--- config.mk ---
export PLATFORM = sky130hd
export DESIGN_NAME = mips_mem_responder
export DESIGN_NICKNAME = d
export VERILOG_FILES = /design/src/rtl/mips_mem_pkg.sv /design/src/rtl/mips_mem_array.sv /design/src/rtl/mips_mem_responder.sv
export SDC_FILE = /design/constraint.sdc
export NUM_CORES = 2
export LEC_CHECK = 0
export CORE_AREA = 2 2 457 368
export CTS_CLUSTER_SIZE = 28
export DETAILED_ROUTE_END_ITERATION = 12
export DIE_AREA = 0 0 459 370
export HOLD_SLACK_MARGIN = 0.12
export PLACE_DENSITY = 0.83
export SLEW_MARGIN = 0
export SYNTH_ARGS = -nofsm -noshare
export SYNTH_HDL_FRONTEND = slang
export SYNTH_SLANG_ARGS = --single-unit
export TNS_END_PERCENT = 1
--- constraint.sdc ---
create_clock -name clk -period 3.6 [get_ports clk]
set_input_delay 0.9 -clock clk [delete_from_list [all_inputs] [get_ports clk]]
set_output_delay 0.9 -clock clk [all_outputs]
set_load 0.02 [all_outputs]
--- src/rtl/mips_mem_pkg.sv ---
// Shared types and widths for the MIPS memory responder and its storage array.
package mips_mem_pkg;

    localparam int DATA_W = 32;
    localparam int TEST_W = 16;

    typedef enum logic [1:0] {
        IDLE = 2'd0,
        BUSY = 2'd1,
        RESP = 2'd2
    } state_t;

endpackage

--- src/rtl/mips_mem_array.sv ---
// Single-port word storage with synchronous write, combinational read and async clear.
// Also keeps a registered copy of the low half of word 0 for board-level observation.
module mips_mem_array
    import mips_mem_pkg::*;
#(
    parameter int DEPTH_WORDS = 64,
    parameter int ADDR_W      = $clog2(DEPTH_WORDS)
) (
    input  logic              clk,
    input  logic              reset,
    input  logic              we,
    input  logic [ADDR_W-1:0] addr,
    input  logic [DATA_W-1:0] wdata,
    output logic [DATA_W-1:0] rdata,
    output logic [TEST_W-1:0] test
);

    logic [DATA_W-1:0] mem [DEPTH_WORDS];

    // The test register shadows word 0 so it changes on the very edge the write commits.
    always_ff @(posedge clk or negedge reset) begin
        if (!reset) begin
            for (int i = 0; i < DEPTH_WORDS; i++) begin
                mem[i] <= '0;
            end
            test <= '0;
        end else if (we) begin
            mem[addr] <= wdata;
            if (addr == '0) begin
                test <= wdata[TEST_W-1:0];
            end
        end
    end

    assign rdata = mem[addr];

endmodule

--- src/rtl/mips_mem_responder.sv ---
// Wait-state memory responder with valid/ready request and response handshakes.
// Define MEM_ALIGN_CHECK_EN to fault accesses whose byte address is not word aligned.
module mips_mem_responder
    import mips_mem_pkg::*;
#(
    parameter int DEPTH_WORDS = 64,
    parameter int WAIT_CYCLES = 2
) (
    input  logic              clk,
    input  logic              reset,
    input  logic              req_valid,
    output logic              req_ready,
    input  logic              req_we,
    input  logic [31:0]       req_addr,
    input  logic [DATA_W-1:0] req_wdata,
    output logic              rsp_valid,
    input  logic              rsp_ready,
    output logic [DATA_W-1:0] rsp_rdata,
    output logic              rsp_err,
    output logic [TEST_W-1:0] test
);

    localparam int          ADDR_W     = $clog2(DEPTH_WORDS);
    localparam logic [3:0]  CNT_INIT   = (WAIT_CYCLES == 0) ? 4'd0 : 4'(WAIT_CYCLES - 1);
    localparam logic [31:0] ADDR_LIMIT = 32'(4 * DEPTH_WORDS);
    localparam logic        NO_WAIT    = (WAIT_CYCLES == 0);

    state_t            state;
    state_t            state_next;
    logic [3:0]        cnt;
    logic              cap_we;
    logic [31:0]       cap_addr;
    logic [DATA_W-1:0] cap_wdata;

    logic              accept;
    logic              enter_resp;
    logic              acc_we;
    logic [31:0]       acc_addr;
    logic [DATA_W-1:0] acc_wdata;
    logic              misalign;
    logic              fault;
    logic              mem_we;
    logic [DATA_W-1:0] mem_rdata;

    assign accept     = (state == IDLE) && req_valid;
    assign enter_resp = (accept && NO_WAIT) || ((state == BUSY) && (cnt == 4'd0));

    // With no wait states the access happens on the accepting edge, before capture.
    assign acc_we    = (state == IDLE) ? req_we    : cap_we;
    assign acc_addr  = (state == IDLE) ? req_addr  : cap_addr;
    assign acc_wdata = (state == IDLE) ? req_wdata : cap_wdata;

`ifdef MEM_ALIGN_CHECK_EN
    assign misalign = |acc_addr[1:0];
`else
    assign misalign = 1'b0;
`endif

    assign fault  = (acc_addr >= ADDR_LIMIT) || misalign;
    assign mem_we = enter_resp && acc_we && !fault;

    always_ff @(posedge clk or negedge reset) begin
        if (!reset) begin
            state <= IDLE;
        end else begin
            state <= state_next;
        end
    end

    always_comb begin
        state_next = state;
        case (state)
            IDLE: if (req_valid) state_next = NO_WAIT ? RESP : BUSY;
            BUSY: if (cnt == 4'd0) state_next = RESP;
            RESP: if (rsp_ready) state_next = IDLE;
            default: state_next = IDLE;
        endcase
    end

    always_comb begin
        req_ready = (state == IDLE);
        rsp_valid = (state == RESP);
    end

    always_ff @(posedge clk or negedge reset) begin
        if (!reset) begin
            cnt       <= '0;
            cap_we    <= 1'b0;
            cap_addr  <= '0;
            cap_wdata <= '0;
        end else if (accept) begin
            cnt       <= CNT_INIT;
            cap_we    <= req_we;
            cap_addr  <= req_addr;
            cap_wdata <= req_wdata;
        end else if ((state == BUSY) && (cnt != 4'd0)) begin
            cnt <= cnt - 4'd1;
        end
    end

    // Response registers load only when entering RESP and stay frozen until consumed.
    always_ff @(posedge clk or negedge reset) begin
        if (!reset) begin
            rsp_rdata <= '0;
            rsp_err   <= 1'b0;
        end else if (enter_resp) begin
            rsp_err   <= fault;
            rsp_rdata <= (fault || acc_we) ? '0 : mem_rdata;
        end
    end

    mips_mem_array #(
        .DEPTH_WORDS(DEPTH_WORDS),
        .ADDR_W     (ADDR_W)
    ) u_array (
        .clk  (clk),
        .reset(reset),
        .we   (mem_we),
        .addr (acc_addr[ADDR_W+1:2]),
        .wdata(acc_wdata),
        .rdata(mem_rdata),
        .test (test)
    );

endmodule
Word-level counts from Yosys, hierarchy flattened
Cells that the tools add are included.
Word-level totals
  bits in registers: 2168
  input bits: 69
  output and inout bits: 51
Cells by class
  $add $sub $neg: 1
  order comparisons: 3
  equality and inequality tests: 5
  multiplexer cells: 16
  bitwise logic cells: 1
  reduce and logical (&&, ||, !) cells: 15
Operators by type and width (number)
  2048-bit bitwise mux: 1
  32-bit binary-select mux with 6-bit select: 1
  32-bit demux with 6-bit select: 1
  32-bit 2-to-1 mux: 6
  32-bit by 9-bit >= comparator with 1-bit output (second input constant): 1
  4-bit 2-to-1 mux: 2
  7-bit >= comparator (second input constant): 1
  7-bit by 1-bit < comparator with 1-bit output (second input constant): 1
  6-bit inverter with 7-bit output: 1
  1-bit logical AND: 6
  6-bit logical NOT: 1
  2-bit 2-to-1 mux: 3
  2-bit case mux with 3 select lines: 1
  4-bit logical NOT: 1
  2-bit by 1-bit != test with 1-bit output (second input constant): 2
  4-bit nonzero test: 1
  4-bit by 1-bit subtractor with 4-bit output (second input constant): 1
  3-bit AND reduction: 1
  2-bit by 1-bit equality test with 1-bit output (second input constant): 1
  2-bit equality test (second input constant): 1
  2-bit logical NOT: 1
  2-bit != test (second input constant): 1
  2-bit AND reduction: 1
  2-bit nonzero test: 1
  3 further kinds: 3

Logic depth before layout (Yosys ltp)
  depth in word-level cells: 8
  gate-level depth with buffers: 16
  mapped depth without buffers: 9

Cells and area by module
A second synthesis with hierarchy kept.
Second synthesis, totals
  cells, all modules: 7172
  area, all modules: 96326.1 µm²
Modules (own cells, without submodules)
  mips_mem_array: instances 1, cells each 6735, area an instance 91876.9 µm², seq. area each 51649.5 µm²
  mips_mem_responder: instances 1, cells each 437, area an instance 4449.3 µm², seq. area each 2552.4 µm²

Worst setup path before layout
Ideal clock, no wire load.
  kind: input port to flip-flop
  from: in req_addr[4]
  to: reg rsp_rdata[16]
  library setup time: 121 ps
  data arrival time: 3063 ps
  slack: 416 ps
  stages on the path: 12
  path buffers: 4
  cell sequence: clkbuf_1 > or4b_2 > o21ai_1 > nand2_1 > buf_2 > buf_4 > buf_2 > o22ai_1 > nor2_1 > a21oi_1 > nor3_1 > a22o_1
Between the ends
  longest elaborated chain between the ends: 6
  elaborated cells on any way between the ends: 8
RTL lines
  start: declaration: line mips_mem_responder.sv:14  | input logic [31:0] req_addr,
  32-bit 2-to-1 mux *: line mips_mem_responder.sv:50  | assign acc_addr = (state == IDLE) ? req_addr : cap_addr;
  branches (longest 4 deep; another with 32-bit by 9-bit >= comparator with 1-bit output)
  32-bit 2-to-1 mux *: line mips_mem_responder.sv:108  | rsp_rdata <= (fault || acc_we) ? '0 : mem_rdata;
  end signal: assignment: line mips_mem_responder.sv:108
  end: declaration: line mips_mem_responder.sv:18  | output logic [DATA_W-1:0] rsp_rdata,
Every way passes the cells marked *. The select of a mux whose other input is x is not followed.
A chain may end at the register's enable or synchronous reset.

Final worst setup path
  from: reg state[0]
  to: reg rsp_rdata[19]
Between the ends
  longest elaborated chain between the ends: 7
  elaborated cells on any way between the ends: 12
RTL lines
  start: declaration: line mips_mem_responder.sv:28  | state_t state;
  start signal: assignment: line mips_mem_responder.sv:66  | state <= state_next;
  branches (longest 7 deep; another with 32-bit by 9-bit >= comparator with 1-bit output)
Parallel ways; which one is timed is not known. The select of a mux whose other input is x is not followed.

==> results.toml <==
[setup_path]
cp.required_ns = 4.40
worstSetupPathType = "flip-flop to flip-flop"
critPathSlowestCell = "dfrtp_2"
cp_top_family = "simple AND/OR/NAND/NOR gates"
crit_buf_inv = 4
arrival_ns = 4.44
cp_max_fo = 21
cpPeakStageDelay_ns = 0.55
end_kind = "flip-flop"
rrSetupSlack_ns = -0.04
path_cells = "or2_1 -> inv_6 -> a21oi_4 -> buf_6 -> buf_12 -> nand2_1 -> a32o_1 -> nor3_1 -> buf_4 -> o22ai_1 -> nor4_1 -> a22o_1"
worstSetupStartpointType = "flip-flop"

[sta]
setup_viol_count_final = 4
rsz0062_at_grt = "yes"
max_freq_ghz = 0.275
hold_viol = 0
tightest_slew_ns = 1.24
slew_headroom_pct = 16.8
finalWorstPathRequiredPeriod_ns = 3.64
slew_violations = 0
fin_ws_ns = -0.0359
hold_slack_ns = 0.473
fin_skew_ns = 0.0396
final_min_period_over_clock_period_pct = 101

[finish]
fin_nets = 10100
fin_util_pct = 64.9
design_area_mm2 = 0.107
drive_above_1_share_pct = 13.0
final_common_cell = "nand2_1"
finalNonFillerCells = 12400
final_cell_mix = "nand2_1 (2643), dfrtp_1 (2165), o21ai_0 (2063)"
area_delta_synth_final_pct = 19.0

[routing]
final_antenna_net_count = 0
vias = 84500
drt_iter0_drc = 14600
drtPass1Iterations = 10
wirelength_um = 359000
drc = 0
post_drt_wl_per_cell_um = 29.0
routed_via_density = 6.83

[power_and_ir_drop]
p_per_area_mw_per_mm2 = 752
p_leak_uw = 0.0489
ir_worst_vdd_uv = 1180

[run_status]
run_status = "complete, but fails checks"
failed_checks = "setup timing"

[synth]
synthAdderAreaFrac_pct = 0.0139
synth_top_family_by_area = "compound AO/OA/AOI/OAI gates"
syn_inst = 9752
synth_mux_area_share_pct = 0.990
synth_area_mm2 = 0.0903
yosys.cell_types.count = 71
yosysTopAreaCell = "dfrtp_1"
async_reset_ff_share_pct = 100
yosys_most_used_dff = "dfrtp_1"
yosys.area_share.simple_pct = 14.6
yosysTopAreaCellShare_pct = 60.0
synth_seq_area_share_pct = 60.0
syn_avg_cell_area_um2 = 9.26
synth_edf_count = 0
synth_seq_cells = 2166
yosys_warnings = 0
synth_xor_area_share_pct = 0.0291
synthTopCellsByArea = "dfrtp_1 (60%), o21ai_0 (11%), nand2_1 (11%), o22ai_1 (3.9%), clkbuf_1 (3.0%)"
synth-compound-area-share_pct = 20.3
synth_fp_nets = 9822

[cts]
cts-root-buf = "clkbuf_16"
clk_path_buf_depth = 3
clock-sinks = 2166
clk_pin_slew_ns = 0.06
cts_tree = "yes"
worstSkewPairLatency_ns = 0.88
cts_made_buffers = 199
cts_setup_buffers = 0
htreeDepth = 4

[floorplanning]
die_h_um = 370
initial_utilization_pct = 54.5
dieArea_mm2 = 0.170
io_pins = 120
core_region_area_mm2 = 0.166
die_w_um = 459
placementRows = 134

[global_route]
grt_pass1_vias = 82900
track_usage_pct = 41.9
antenna_found_initial = 19
grt_pass1_wl_um = 526000
grt_max_degree = 146
grt-ovfl-total = 0

[job]
drv_cap = 0

[min_path]
hp-class = "flip-flop to flip-flop"

[placed_design]
postPlaceCellArea_mm2 = 0.101
place.gp.congestion = 0.987
port_buffers = 117
post-place-cells = 12000
dpl_worst_slack_ns = -1.18
dp_hpwl_um = 226000
[cell type report]
| cell class | instances | area (µm²) |
|---|---|---|
| timing repair buffer | 979 | 10600 |
| antenna | 8 | 20.0 |
| sequential | 2166 | 54200 |
| clock buffer | 307 | 6050 |
| tap | 2176 | 2720 |
| multi-input combinational | 6667 | 33200 |
| clock inverter | 52 | 594 |
| fill | 12300 | 58200 |
| inverter | 8 | 35.0 |
[state kept, by name, summed over array words and instances, names as in the netlist, 2 cells and up]
| signal | flops |
|---|---|
| cnt | 4 |
| state | 2 |
| u_array.mem | 2048 |
| rsp_rdata | 32 |
| u_array.test | 16 |
| cap_wdata | 32 |
| cap_addr | 30 |
[through the flow]
step | setup TNS, ns | total power (µW)
final | -0.0986 | 80800
after global routing | -0.0908 | 81900
after CTS | -0.0830 | 78600
after detailed placement | -315.21 | 57000
after global placement | -166.93 | 56600
after floorplan | 0 | 39800
[power breakdown]
part | leakage, µW | internal [µW] | switching [µW]
Combinational | 0.0155 | 11200 | 22500
Clock | 0.00329 | 12200 | 9590
Sequential | 0.0302 | 24800 | 474
[repair_timing]
action                     in CTS  in global routing
pin swaps                       0                  1
hold endpoints to repair       24                  0
setup endpoints to repair      10                 11
resized for setup               6                 11
hold buffers                    1                  0
[worst reg2reg max path: stages, from the launching register on]
cell	delay, ns
dfrtp_2	0.55
or2_1	0.25
inv_6	0.09
a21oi_4	0.50
buf_6	0.26
buf_12	0.20
nand2_1	0.08
a32o_1	0.24
nor3_1	0.44
buf_4	0.20
o22ai_1	0.15
nor4_1	0.42
a22o_1	0.19
[cell families after synthesis]
group	after synthesis
multiplexers	89
AO/OA/AOI/OAI	3271
buffers and inverters	919
flip-flops	2166
AND/OR/NAND/NOR	3303
adder cells (fa/ha/maj)	1
XOR/XNOR	3
[per-layer routing]
metal	vias to the layer above	GRT usage [%]	share of wire (%)
li1	34300	-	-
met4	26	30.3	8.6
met5	-	0	0.047
met1	40400	51.7	34
met3	2076	19.2	17
met2	7690	57.9	41
[synthesized netlist by cell type (15+ instances only)]
master and count:
buf_1 54, nor2_1 234, a32o_1 58, or4_1 26, mux2i_1 86, clkbuf_1 730, o41ai_1 45, o22a_1 15
a21oi_1 259, o21ai_0 2065, a31oi_1 58, o22ai_1 562, nand2_1 2706, o31ai_1 37, nor3_1 94, dfrtp_1 2166
o221ai_1 51, nor4_1 86, nand3_1 84, buf_2 109
[path summary, 6_finish.rpt]
kind,start,end,depth (start not counted)
setup / recovery,state[0],rsp_rdata[19],12
hold / removal,cap_addr[12],cap_addr[12],2
setup reg to reg,state[0],rsp_rdata[19],12
hold reg to reg,cap_addr[12],cap_addr[12],2
max in group asynchronous,reset,state[0],3
min in group asynchronous,reset,u_array.mem[902],2
No activity file was read; power rests on OpenSTA's default activity.
